==> config.mk <==
export PLATFORM = sky130hd
export DESIGN_NAME = multicycle_ctrl
export DESIGN_NICKNAME = d
export VERILOG_FILES = /design/src/rtl/ctrl_pkg.sv /design/src/rtl/alu_dec.sv /design/src/rtl/multicycle_ctrl.sv
export SDC_FILE = /design/constraint.sdc
export NUM_CORES = 1
export LEC_CHECK = 0
export ABC_CLOCK_PERIOD_IN_PS = 1890
export BUFFER_PORTS_ARGS = -buffer_cell sky130_fd_sc_hd__buf_2
export CORE_ASPECT_RATIO = 0.75
export CORE_MARGIN = 3
export CORE_UTILIZATION = 42
export CTS_CLUSTER_SIZE = 10
export DETAILED_ROUTE_END_ITERATION = 16
export GPL_ROUTABILITY_DRIVEN = 0
export GPL_TIMING_DRIVEN = 0
export HOLD_SLACK_MARGIN = 0.03
export PLACE_DENSITY_LB_ADDON = 0.08
export SLEW_MARGIN = 10
export SYNTH_ARGS = -nofsm -noshare
export SYNTH_HDL_FRONTEND = slang
export SYNTH_SLANG_ARGS = --single-unit
==> constraint.sdc <==
create_clock -name clk -period 1.89 [get_ports clk]
set_input_delay 0.0945 -clock clk [delete_from_list [all_inputs] [get_ports clk]]
set_output_delay 0.0945 -clock clk [all_outputs]
set_load 0.02 [all_outputs]
==> src/rtl/ctrl_pkg.sv <==
// rtl/ctrl_pkg.sv - shared types and opcode constants for the multicycle control FSM
package ctrl_pkg;

  typedef enum logic [2:0] {
    S_FETCH  = 3'd0,
    S_DECODE = 3'd1,
    S_EXEC   = 3'd2,
    S_MEM    = 3'd3,
    S_WB     = 3'd4,
    S_TRAP   = 3'd5
  } state_t;

  typedef enum logic [3:0] {
    ALU_ADD  = 4'b0000,
    ALU_SUB  = 4'b0001,
    ALU_AND  = 4'b0010,
    ALU_OR   = 4'b0011,
    ALU_XOR  = 4'b0100,
    ALU_SLL  = 4'b0101,
    ALU_SRL  = 4'b0110,
    ALU_SRA  = 4'b0111,
    ALU_SLT  = 4'b1000,
    ALU_SLTU = 4'b1001
  } alu_op_t;

  localparam logic [6:0] OP_LOAD   = 7'b0000011;
  localparam logic [6:0] OP_STORE  = 7'b0100011;
  localparam logic [6:0] OP_IMM    = 7'b0010011;
  localparam logic [6:0] OP_REG    = 7'b0110011;
  localparam logic [6:0] OP_BRANCH = 7'b1100011;

  // Only BEQ/BNE are implemented among the branches.
  function automatic logic is_legal(input logic [6:0] op, input logic [2:0] f3);
    return (op == OP_LOAD) || (op == OP_STORE) || (op == OP_IMM) || (op == OP_REG) ||
           ((op == OP_BRANCH) && (f3 == 3'b000 || f3 == 3'b001));
  endfunction

endpackage

==> src/rtl/alu_dec.sv <==
// rtl/alu_dec.sv - maps opcode/funct3/funct7_5 to the ALU operation code
module alu_dec
  import ctrl_pkg::*;
(
  input  logic [6:0] opcode,
  input  logic [2:0] funct3,
  input  logic       funct7_5,
  output alu_op_t    alu_ctrl
);

  always_comb begin
    alu_ctrl = ALU_ADD;
    case (funct3)
      // I-type has no SUBI, so funct7_5 only matters for register ops here
      3'b000:  alu_ctrl = (opcode == OP_REG && funct7_5) ? ALU_SUB : ALU_ADD;
      3'b001:  alu_ctrl = ALU_SLL;
      3'b010:  alu_ctrl = ALU_SLT;
      3'b011:  alu_ctrl = ALU_SLTU;
      3'b100:  alu_ctrl = ALU_XOR;
      3'b101:  alu_ctrl = funct7_5 ? ALU_SRA : ALU_SRL;
      3'b110:  alu_ctrl = ALU_OR;
      3'b111:  alu_ctrl = ALU_AND;
      default: alu_ctrl = ALU_ADD;
    endcase
  end

endmodule

==> src/rtl/multicycle_ctrl.sv <==
// rtl/multicycle_ctrl.sv - FETCH/DECODE/EXEC/MEM/WB sequencer with memory timeout and sticky traps
module multicycle_ctrl
  import ctrl_pkg::*;
#(
  parameter int TIMEOUT_CYCLES = 16
) (
  input  logic       clk,
  input  logic       rst_n,
  input  logic [6:0] opcode,
  input  logic [2:0] funct3,
  input  logic       funct7_5,
  input  logic       zero,
  input  logic       mem_ready,
  output logic       mem_req,
  output logic       mem_we,
  output logic       addr_sel,
  output logic       ir_we,
  output logic       pc_we,
  output logic       pc_src,
  output logic       alu_a_sel,
  output logic [1:0] alu_b_sel,
  output logic [3:0] alu_ctrl,
  output logic       reg_we,
  output logic       wb_sel,
  output logic       illegal,
  output logic       bus_err,
  output logic [2:0] state
);

  localparam int CW = $clog2(TIMEOUT_CYCLES + 1);

  state_t         st_q, st_d;
  logic [CW-1:0]  cnt_q;
  logic           illegal_q, bus_err_q;
  logic           set_ill, set_be;
  logic           waiting, timed_out;
  alu_op_t        dec_op;

  alu_dec u_alu_dec (
    .opcode   (opcode),
    .funct3   (funct3),
    .funct7_5 (funct7_5),
    .alu_ctrl (dec_op)
  );

  // The wait that would bring the count to the limit traps unless mem_ready arrives in it.
  assign waiting   = (st_q == S_FETCH || st_q == S_MEM) && !mem_ready;
  assign timed_out = waiting && (cnt_q == CW'(TIMEOUT_CYCLES - 1));

  always_ff @(posedge clk or negedge rst_n) begin
    if (!rst_n) begin
      st_q      <= S_FETCH;
      cnt_q     <= '0;
      illegal_q <= 1'b0;
      bus_err_q <= 1'b0;
    end else begin
      st_q <= st_d;
      if (st_d != st_q)
        cnt_q <= '0;
      else if (waiting)
        cnt_q <= cnt_q + CW'(1);
      if (set_ill)
        illegal_q <= 1'b1;
      if (set_be)
        bus_err_q <= 1'b1;
    end
  end

  always_comb begin
    st_d      = st_q;
    set_ill   = 1'b0;
    set_be    = 1'b0;
    mem_req   = 1'b0;
    mem_we    = 1'b0;
    addr_sel  = 1'b0;
    ir_we     = 1'b0;
    pc_we     = 1'b0;
    pc_src    = 1'b0;
    alu_a_sel = 1'b0;
    alu_b_sel = 2'b00;
    alu_ctrl  = ALU_ADD;
    reg_we    = 1'b0;
    wb_sel    = 1'b0;

    case (st_q)
      S_FETCH: begin
        mem_req = 1'b1;
        if (mem_ready) begin
          ir_we     = 1'b1;
          pc_we     = 1'b1;
          alu_a_sel = 1'b1;
          alu_b_sel = 2'b10;
          st_d      = S_DECODE;
        end else if (timed_out) begin
          st_d   = S_TRAP;
          set_be = 1'b1;
        end
      end
      S_DECODE: begin
        if (is_legal(opcode, funct3)) begin
          st_d = S_EXEC;
        end else begin
          st_d    = S_TRAP;
          set_ill = 1'b1;
        end
      end
      S_EXEC: begin
        st_d = S_FETCH;
        case (opcode)
          OP_LOAD, OP_STORE: begin
            alu_b_sel = 2'b01;
            st_d      = S_MEM;
          end
          OP_IMM: begin
            alu_b_sel = 2'b01;
            alu_ctrl  = dec_op;
            st_d      = S_WB;
          end
          OP_REG: begin
            alu_ctrl = dec_op;
            st_d     = S_WB;
          end
          OP_BRANCH: begin
            alu_ctrl = ALU_SUB;
            pc_src   = 1'b1;
            pc_we    = (funct3 == 3'b000) ? zero : !zero;
          end
          default: st_d = S_FETCH;
        endcase
      end
      S_MEM: begin
        mem_req  = 1'b1;
        addr_sel = 1'b1;
        mem_we   = (opcode == OP_STORE);
        if (mem_ready) begin
          st_d = (opcode == OP_STORE) ? S_FETCH : S_WB;
        end else if (timed_out) begin
          st_d   = S_TRAP;
          set_be = 1'b1;
        end
      end
      S_WB: begin
        reg_we = 1'b1;
        wb_sel = (opcode == OP_LOAD);
        st_d   = S_FETCH;
      end
      S_TRAP:  st_d = S_TRAP;
      default: st_d = S_TRAP;
    endcase

    // State already reads FETCH during reset; keep every control quiet until release.
    if (!rst_n) begin
      mem_req   = 1'b0;
      mem_we    = 1'b0;
      addr_sel  = 1'b0;
      ir_we     = 1'b0;
      pc_we     = 1'b0;
      pc_src    = 1'b0;
      alu_a_sel = 1'b0;
      alu_b_sel = 2'b00;
      alu_ctrl  = ALU_ADD;
      reg_we    = 1'b0;
      wb_sel    = 1'b0;
    end
  end

  assign illegal = illegal_q;
  assign bus_err = bus_err_q;
  assign state   = st_q;

endmodule

==> results of run 1 <==
## power by group through the flow
stage | logic (mW) | registers [mW] | clock network (mW)
after floorplan | 0.441 | 0.349 | 0
after global placement | 0.643 | 0.316 | 0
after detailed placement | 0.647 | 0.319 | 0
after CTS | 0.633 | 0.336 | 0.143
after global routing | 0.826 | 0.343 | 0.156
final | 0.747 | 0.332 | 0.139
## path summary, 6_finish.rpt
check / to / depth (start not counted) / startpoint
worst max-delay path: state[2]$_DFF_PN0_ / 7 / cnt_q[1]$_DFFE_PN0P_
worst min register to register: bus_err$_DFFE_PN0P_ / 1 / bus_err$_DFFE_PN0P_
min in group asynchronous: cnt_q[1]$_DFFE_PN0P_ / 2 / rst_n
max in group asynchronous: state[1]$_DFF_PN0_ / 2 / rst_n
worst max register to register: state[2]$_DFF_PN0_ / 7 / cnt_q[1]$_DFFE_PN0P_
worst min-delay path: state[2]$_DFF_PN0_ / 3 / opcode[5]
## critical path, stage by stage, from the launching register on
cell and delay (ns):
dfrtp_1 0.39, ha_2 0.20, and3_4 0.18, ha_4 0.17, nor2_4 0.10, or3_1 0.12
a31oi_1 0.03, or4_1 0.54
## cell type report
| type | count | area share, % |
|---|---|---|
| multi-input cells | 82 | 51.54 |
| flip-flops and latches | 10 | 20.78 |
| repair buffers | 40 | 18.52 |
| plain buffers | 7 | 3.807 |
| well taps | 22 | 2.263 |
| clock buffers | 3 | 1.852 |
| inverters | 4 | 1.235 |
## registers in the layout (all words and copies together) (netlist names)
register and count:
state 3, cnt_q 5, bus_err 1, illegal 1
## stage by stage
stage,std cells,total power [mW],TNS (ns),area (sq um),hold WS (ns)
2_1_floorplan,104,0.7899,-0.01012,873.3,-0.2011
3_3_place_gp,158,0.9594,-0.2111,1061,-0.02339
6_report,168,1.218,0,1216,0.2840
3_5_place_dp,158,0.9655,-0.1773,1061,-0.02645
4_1_cts,162,1.112,0,1109,0.2582
5_1_grt,168,1.325,-0.04383,1216,0.2985
## kinds of logic after synthesis
kind of cell | share of synthesized area [%]
muxes | 3.650
adders and majority gates | 2.919
DFF | 29.20
AOI/OAI and AO/OA | 13.14
xor gates and xnor gates | 5.109
and+or+nand+nor | 38.83
buffers and inverters | 7.151
## metal layers
metal	GRT usage (%)	part of all wire, %	routed length, um
met1	27.72	48	1078
met2	24.77	43	972
met3	6.286	8.9	201
met4	1.389	0	0
met5	0	0	0
## what timing repair did
item | in CTS | in global routing
gates resized for setup | 4 | 17
setup endpoints to repair | 10 | 14
endpoints found under the hold margin | 10 | 0
hold buffers | 1 | 0
pin swaps | 2 | 5
buffers inserted | 1 | 6
## placed cells by master (no fill, tap or decap), types with 2 or more instances in the layout
cell type / count
nor4_1: 2
clkbuf_1: 2
nand2_1: 6
nor2b_1: 5
a31oi_1: 2
dfrtp_1: 8
o21ai_0: 3
buf_4: 10
nor3_2: 2
a21oi_2: 2
xnor2_1: 4
a211oi_1: 3
clkbuf_4: 4
nand3_1: 2
or4_1: 2
mux2i_1: 2
inv_1: 4
or3_1: 2
buf_2: 32
nor2_1: 13
dfrtp_2: 2
nor3_1: 5
==> impl_metrics.csv, run 1 <==
group,metric,value,unit
setup_path,worstSetupStartpointType,"register",
synth,ys_ff_latch,10,
setup_path,cp-end-kind,"register",
cts,clock_sinks,10,
die,fp.dieW,58.16,um
die,io_pins,35,
synth,synthArstFlopShare,100.0,%
power,p_int,0.6503,mW
sta,timing.fmax,536.5,MHz
route,vias_per_cell,5.548,
power,vdd_drop_max,0.8158,mV
final_layout,filler_cell_count,157,
cts,cts_buffers,3,
route,drt_pre_antenna_iters,4,
synth,syn_area_per_cell,8.241,sq um
sta,relSlewSlack,57.77,%
flow_run,max_cap_violations,0,
cts,clock_latency,0.26,ns
synth,yosys_warnings,0,
global_route,grt_overflow,0,
route,routed_wl,2.253,mm
die,placeableCoreArea,1822,sq um
power,power_frac_comb,61.3,%
setup_path,r2r_slack,0.03,ns
synth,yosys.area.top_type,"dfrtp_1",
setup_path,cp.required,2.01,ns
sta,finalHoldViolations,0,
synth,synth_cell_types,40,
sta,fin_crit_sh,98.62,%
power,leakage,0.5790,nW
sta,postLayoutSetupSlackWorst,0.02604,ns
synth,yosysTopAreaCellShare,29.20,%
setup_path,cp_data_arrival_time,1.99,ns
route,drt_iter0_drc,57,
global_route,grt_max_degree,11,
synth,synthTopCellsByCount,"nor2_1, dfrtp_1, nor3_1, nand2_1, nor2b_1",
worst_hold_path,hold_path_class,"in2reg",
synth,synth_flop_cell,"dfrtp_1",
global_route,gr-usage-all-layers,17.99,%
final_layout,utilization,66.76,%
synth,synthTopCellsByArea,"dfrtp_1, nor2_1, nor3_1",
placed_design,dp_slack,-0.06964,ns
cts,root_buffer,"clkbuf_4",
final_layout,seqCellArea,252.7,sq um
power,powerDensity,1001,nW/um^2
final_layout,drive_gt1_share,45.21,%
power,p_seq_share,27.3,%
route,ant_nets,0,
synth,syn_nets,121,
run_status,status,"completed",
synth,synth_edf_count,0,
sta,finalSetupViolations,0,
final_layout,antenna_cells,0,
final_layout,synthToLayoutAreaGrowth,41.90,%
synth,synth_area,857.1,sq um
die,die_h,45.12,um
cts,cts_buffer_depth,2,
die,start_util,47.05,%
synth,yosysSeqAreaShare,29.20,%
placed_design,hpwlAfterDp,1.585,mm
sta,min_period,1.864,ns
route,num_vias,932,
synth,synth_most_common_cell,"nor2_1",
cts,ctsHtreeMaxLevel,1,
route,drc,0,
die,rows,13,
final_layout,multi_input_area,626.9,sq um
power,p_sw_share,46.61,%
sta,skew,0.004636,ns
global_route,grt_pass1_vias,759,
sta,slew_viol_final,0,
final_layout,final_nets,165,
setup_path,crit_fanout,3,
global_route,grt_pass1_wl,3.567,mm
power,power_switching,0.5677,mW
power,clkPwrFrac,11.4,%
setup_path,worst-setup-path-type,"reg2reg",
global_route,antenna_found_initial,0,
die,dieArea,2624,sq um
cts,tritoncts,"yes",
sta,tightestPinTransition,0.6285,ns
route,detail_route.wl_per_cell,13.41,um
sta,grt_setup_unrepaired,"true",
cts,path_clk_slew,0.06,ns
synth,synthCells,104,
placed_design,portBuffers,32,
No activity file was read; power rests on OpenSTA's default activity.
==> run 2: changes to the inputs <==
--- a/config.mk
+++ b/config.mk
@@ -5,11 +5,12 @@
 export SDC_FILE = /design/constraint.sdc
 export NUM_CORES = 1
 export LEC_CHECK = 0
+export ABC_AREA = 1
 export ABC_CLOCK_PERIOD_IN_PS = 1890
 export BUFFER_PORTS_ARGS = -buffer_cell sky130_fd_sc_hd__buf_2
 export CORE_ASPECT_RATIO = 0.75
 export CORE_MARGIN = 3
-export CORE_UTILIZATION = 42
+export CORE_UTILIZATION = 44
 export CTS_CLUSTER_SIZE = 10
 export DETAILED_ROUTE_END_ITERATION = 16
 export GPL_ROUTABILITY_DRIVEN = 0
==> impl_metrics.csv, run 2 <==
group,metric,value,unit
run_status,status,"completed",
synth,synthArstFlopShare,100.0,%
placed_design,dp_slack,0.09397,ns
synth,yosys.area.top_type,"dfrtp_1",
die,fp.dieW,60.56,um
final_layout,utilization,61.92,%
route,num_vias,1041,
route,drt_iter0_drc,47,
sta,tightestPinTransition,0.4658,ns
setup_path,cp_data_arrival_time,1.69,ns
setup_path,crit_chain,"inv_4, nand2_1, nor2_2, nand2_2, inv_1, nand2_1, o32ai_2, buf_4",
synth,synth_most_common_cell,"nand2_1",
route,drt_pre_antenna_iters,4,
power,finalPower,1.265,mW
cts,cts_buffers,3,
route,detail_route.wl_per_cell,12.64,um
die,die_h,46.92,um
sta,skew,0.0004091,ns
final_layout,final_nets,199,
sta,slew_viol_final,0,
cts,tritoncts,"yes",
route,routed_wl,2.592,mm
setup_path,cp_top_family,"flip-flops",
setup_path,cp.buffers_inverters,3,
global_route,grt_overflow,0,
final_layout,drive_gt1_share,41.44,%
final_layout,antenna_cells,0,
sta,finalSetupTns,0,ns
global_route,gr-usage-all-layers,19.84,%
route,drc,0,
global_route,grt_pass1_vias,954,
synth,synthTopCellsByCount,"nand2_1, nor2_1, inv_1, dfrtp_1",
die,io_pins,35,
die,dieArea,2841,sq um
route,ant_nets,0,
placed_design,portBuffers,34,
die,rows,14,
worst_hold_path,hold_path_class,"in2reg",
route,vias_per_cell,5.078,
setup_path,cp.required,1.80,ns
placed_design,hpwlAfterDp,1.987,mm
synth,synthCells,140,
synth,synth_area,982.2,sq um
setup_path,crit_top_cell,"nand2_1",
synth,yosysSeqAreaShare,25.48,%
sta,relSlewSlack,68.85,%
global_route,antenna_found_initial,0,
synth,synth_cell_types,31,
sta,grt_setup_unrepaired,"true",
synth,ys_ff_latch,10,
synth,synth_edf_count,0,
setup_path,cp_slowest_cell,"dfrtp_2",
final_layout,synthToLayoutAreaGrowth,30.32,%
cts,clock_latency,0.28,ns
final_layout,final_cell_mix,"buf_2, nand2_1, nor2_1, inv_1, dfrtp_1",
final_layout,layout_commonest_cell,"buf_2",
die,placeableCoreArea,2067,sq um
power,vdd_drop_max,0.8735,mV
cts,path_clk_slew,0.07,ns
synth,yosys_warnings,0,
power,powerDensity,988.0,nW/um^2
power,leakage,0.6972,nW
sta,postLayoutSetupSlackWorst,0.1006,ns
cts,ctsHtreeMaxLevel,1,
synth,synth_flop_cell,"dfrtp_1",
final_layout,largest_reg_flops,5,
sta,finalSetupViolations,0,
final_layout,finalNonFillerCells,205,
global_route,grt_max_degree,11,
final_layout,regMostFlops,"cnt_q",
global_route,grt_pass1_wl,4.188,mm
synth,syn_area_per_cell,7.016,sq um
setup_path,worst-setup-path-type,"reg2out",
sta,finalHoldViolations,0,
cts,cts_buffer_depth,2,
placed_design,dp.cells,198,
die,start_util,47.52,%
setup_path,cp-end-kind,"output pin",
cts,root_buffer,"clkbuf_4",
cts,clock_sinks,10,
setup_path,crit_fanout,6,
synth,yosysTopAreaCellShare,25.48,%
setup_path,max_stage_delay,0.43,ns
synth,syn_nets,157,
setup_path,worstSetupStartpointType,"register",
sta,min_period,1.789,ns
flow_run,max_cap_violations,0,
sta,timing.fmax,558.8,MHz
sta,fin_crit_sh,94.68,%
synth,synthTopCellsByArea,"dfrtp_1, nand2_1, nor2_1",
[run 2: cell count changes in the layout (fill, tap and decap cells not counted), moves of 5 or more]
cell,change
nor2b_1,-5
nor2_1,+10
buf_4,-5
inv_1,+15
nand2_1,+23
[run 2: timing repair]
action,4_1_cts,5_1_grt
setup endpoints to repair,1,8
pin swaps,0,0
cloned,0,0
resized for setup,3,8
setup buffers,1,1
hold buffers,1,0
endpoints found under the hold margin,10,0
[run 2: area by class of cell]
cell class                 instances  area (sq um)
buffer                             2         15.01
clock buffer                       4         36.28
fill                             211         787.0
inverter                          23         88.84
multi-input combinational        105         659.4
sequential                        10         252.7
tap                               24         30.03
timing repair buffer              37         197.7
[run 2: cell families after synthesis]
family	count (synthesis)	share of synthesized area (%)
buffers and inverters	25	10.32
XOR/XNOR	4	3.568
adder cells (fa/ha/maj)	2	2.547
AO/OA/AOI/OAI	8	5.350
AND/OR/NAND/NOR	91	52.74
flip-flops	10	25.48
[run 2: worst min-delay path, delay by kind of cell]
kind / cells / cell delay (ns)
buf+inv: 2 / 0.22
simple gates: 4 / 0.21
[run 2: worst paths after layout]
| path | cells after the start | end | slack, ns | startpoint |
|---|---|---|---|---|
| worst min-delay path | 6 | cnt_q[1]$_DFFE_PN0P_ | 0.28 | mem_ready |
| min in group asynchronous | 2 | cnt_q[1]$_DFFE_PN0P_ | 0.36 | rst_n |
| worst min register to register | 2 | illegal$_DFFE_PN0P_ | 0.47 | illegal$_DFFE_PN0P_ |
| max in group asynchronous | 2 | state[1]$_DFF_PN0_ | 1.19 | rst_n |
| worst max register to register | 8 | cnt_q[4]$_DFFE_PN0P_ | 0.14 | cnt_q[1]$_DFFE_PN0P_ |
| worst max-delay path | 8 | alu_ctrl[0] | 0.10 | state[2]$_DFF_PN0_ |
[run 2: report_power, final]
| part | leakage, nW | switching (mW) | internal [mW] |
|---|---|---|---|
| clock | 0.0210 | 0.0830 | 0.117 |
| combinational | 0.555 | 0.507 | 0.254 |
| sequential | 0.121 | 0.0548 | 0.248 |
[run 2: metal layers]
layer	up-vias	GRT usage, %	share of wire [%]
li1	539	-	-
met1	465	28.08	48
met2	35	30.39	45
met3	2	6.593	6.3
met4	0	2.597	0.66
met5	-	0	0
[run 2: per-stage QoR]
step / area (sq um) / hold slack (ns)
after floorplan: 982.2 / -0.2011
after global placement: 1182 / -0.01520
after detailed placement: 1182 / -0.01345
after CTS: 1242 / 0.2731
after global routing: 1280 / 0.3089
final: 1280 / 0.2849
==> run 3: changes to the inputs <==
--- a/config.mk
+++ b/config.mk
@@ -14,7 +14,6 @@
 export CTS_CLUSTER_SIZE = 10
 export DETAILED_ROUTE_END_ITERATION = 16
 export GPL_ROUTABILITY_DRIVEN = 0
-export GPL_TIMING_DRIVEN = 0
 export HOLD_SLACK_MARGIN = 0.03
 export PLACE_DENSITY_LB_ADDON = 0.08
 export SLEW_MARGIN = 10
==> impl_metrics.csv, run 3 (same netlist as run 2, synthesis figures left out) <==
group,metric,value,unit
cts,clock_latency,0.28,ns
placed_design,dpl_cell_area,1175,sq um
power,powerDensity,979.7,nW/um^2
final_layout,fin_area,1260,sq um
cts,ctsHtreeMaxLevel,1,
sta,finalSetupTns,0,ns
power,leakage,0.6895,nW
power,power_frac_comb,59.3,%
cts,cts_buffer_depth,2,
cts,clock_sinks,10,
power,clkPwrFrac,16.3,%
final_layout,regMostFlops,"cnt_q",
global_route,grt_max_degree,13,
setup_path,worstReg2RegEnd,"cnt_q[4]$_DFFE_PN0P_",
sta,finalHoldViolations,0,
route,drt_pre_antenna_iters,4,
setup_path,max_stage_delay,0.41,ns
setup_path,crit_chain,"ha_1, and3_1, ha_2, nand3_2, nand2_1, nand2_2, nand3_2, nand2_1, nand3_4, nor3_4",
placed_design,hpwlAfterDp,2.050,mm
sta,finalSetupViolations,0,
route,num_vias,1055,
route,vias_per_cell,5.197,
global_route,gr-usage-all-layers,20.59,%
worst_hold_path,hold_path_class,"in2async",
setup_path,r2r_start,"cnt_q[0]$_DFFE_PN0P_",
final_layout,multi_input_area,658.1,sq um
setup_path,worstSetupStartpointType,"register",
final_layout,seqCellArea,251.5,sq um
setup_path,cp.buffers_inverters,0,
sta,tightestPinTransition,0.3368,ns
sta,skew,0.007209,ns
sta,relSlewSlack,77.54,%
setup_path,worst-setup-path-type,"reg2reg",
sta,min_period,1.810,ns
die,dieArea,2841,sq um
setup_path,r2r_slack,0.08,ns
route,detail_route.wl_per_cell,12.78,um
die,die_h,46.92,um
global_route,grt_overflow,0,
global_route,antenna_found_initial,0,
setup_path,cp-end-kind,"register",
power,power_switching,0.6348,mW
die,fp.dieW,60.56,um
final_layout,final_nets,197,
global_route,grt_use_met1,29.89,%
placed_design,portBuffers,34,
setup_path,cp_slowest_cell,"dfrtp_1",
setup_path,startpoint,"cnt_q[0]$_DFFE_PN0P_",
power,vdd_drop_max,0.8775,mV
final_layout,final_cell_mix,"buf_2, nand2_1, nor2_1, inv_1, dfrtp_1",
flow_run,max_cap_violations,0,
power,p_seq_share,24.4,%
die,rows,14,
setup_path,cp.required,2.09,ns
global_route,met2_usage,30.39,%
sta,slew_viol_final,0,
power,finalPower,1.234,mW
power,p_int,0.5996,mW
setup_path,reg2regPathDepth,10,
setup_path,crit_fanout,5,
global_route,grt_pass1_vias,959,
die,placeableCoreArea,2067,sq um
route,ant_nets,0,
run_status,status,"completed",
die,io_pins,35,
sta,fin_crit_sh,95.76,%
final_layout,layout_commonest_cell,"buf_2",
global_route,grt_pass1_wl,4.264,mm
cts,path_clk_slew,0.07,ns
route,drt_iter0_drc,35,
final_layout,drive_gt1_share,39.11,%
power,p_sw_share,51.42,%
cts,cts_buffers,3,
setup_path,cp_data_arrival_time,2.01,ns
die,start_util,47.52,%
global_route,use_met3,6.044,%
cts,root_buffer,"clkbuf_4",
final_layout,utilization,60.96,%
final_layout,synthToLayoutAreaGrowth,28.28,%
cts,tritoncts,"yes",
setup_path,cp_top_family,"simple AND/OR/NAND/NOR gates",
sta,timing.fmax,552.5,MHz
route,drc,0,
final_layout,largest_reg_flops,5,
global_route,busiest_layer,"met2",
final_layout,filler_cell_count,199,
route,routed_wl,2.594,mm
final_layout,antenna_cells,0,
[run 3: area by class of cell]
type | count | area share, %
clock buffer | 4 | 2.880
timing repair buffer | 37 | 15.49
sequential | 10 | 19.96
inverter | 23 | 7.051
multi-input combinational | 105 | 52.23
tap | 24 | 2.383
[run 3: timing repair]
action,4_1_cts,5_1_grt
hold buffers,1,0
setup buffers,0,1
endpoints found under the hold margin,10,0
resized for setup,0,8
endpoints found under the setup margin,0,6
[run 3: worst max-delay path by stage]
stage	endpoint	slack [ns]	cells past startpoint
2_1_floorplan	alu_ctrl[0]	0.09	7
3_3_place_gp	cnt_q[4]$_DFFE_PN0P_	0.17	8
3_5_place_dp	cnt_q[4]$_DFFE_PN0P_	0.10	10
4_1_cts	alu_ctrl[0]	0.006	7
5_1_grt	cnt_q[4]$_DFFE_PN0P_	-0.04	10
6_report	cnt_q[4]$_DFFE_PN0P_	0.08	10
[run 3: through the flow]
stage / hold WS (ns) / instances / setup WS, ns
2_1_floorplan: -0.2011 / 140 / 0.09482
3_3_place_gp: -0.01596 / 197 / 0.1650
4_1_cts: 0.2128 / 202 / 0.005643
3_5_place_dp: -0.01140 / 197 / 0.1017
5_1_grt: 0.2440 / 203 / -0.03917
6_report: 0.2295 / 203 / 0.08005
[run 3: per-layer routing]
layer | wire, um | vias up
met5 | 0 | -
met4 | 43 | 0
met3 | 265 | 6
met2 | 1076 | 48
met1 | 1209 | 470
li1 | - | 531
[run 3: worst reg2reg max path, delay by kind of cell (launching register included)]
family	cells	cell delay (ns)
and+or+nand+nor	8	0.90
DFF	1	0.41
adders and majority gates	2	0.41
[run 3: power by group through the flow]
stage | Clock, mW | Sequential [mW] | Combinational, mW
finish | 0.201 | 0.301 | 0.732
detailed placement | 0 | 0.298 | 0.693
CTS | 0.210 | 0.294 | 0.700
global placement | 0 | 0.297 | 0.690
global route | 0.222 | 0.308 | 0.815
floorplan | 0 | 0.330 | 0.498
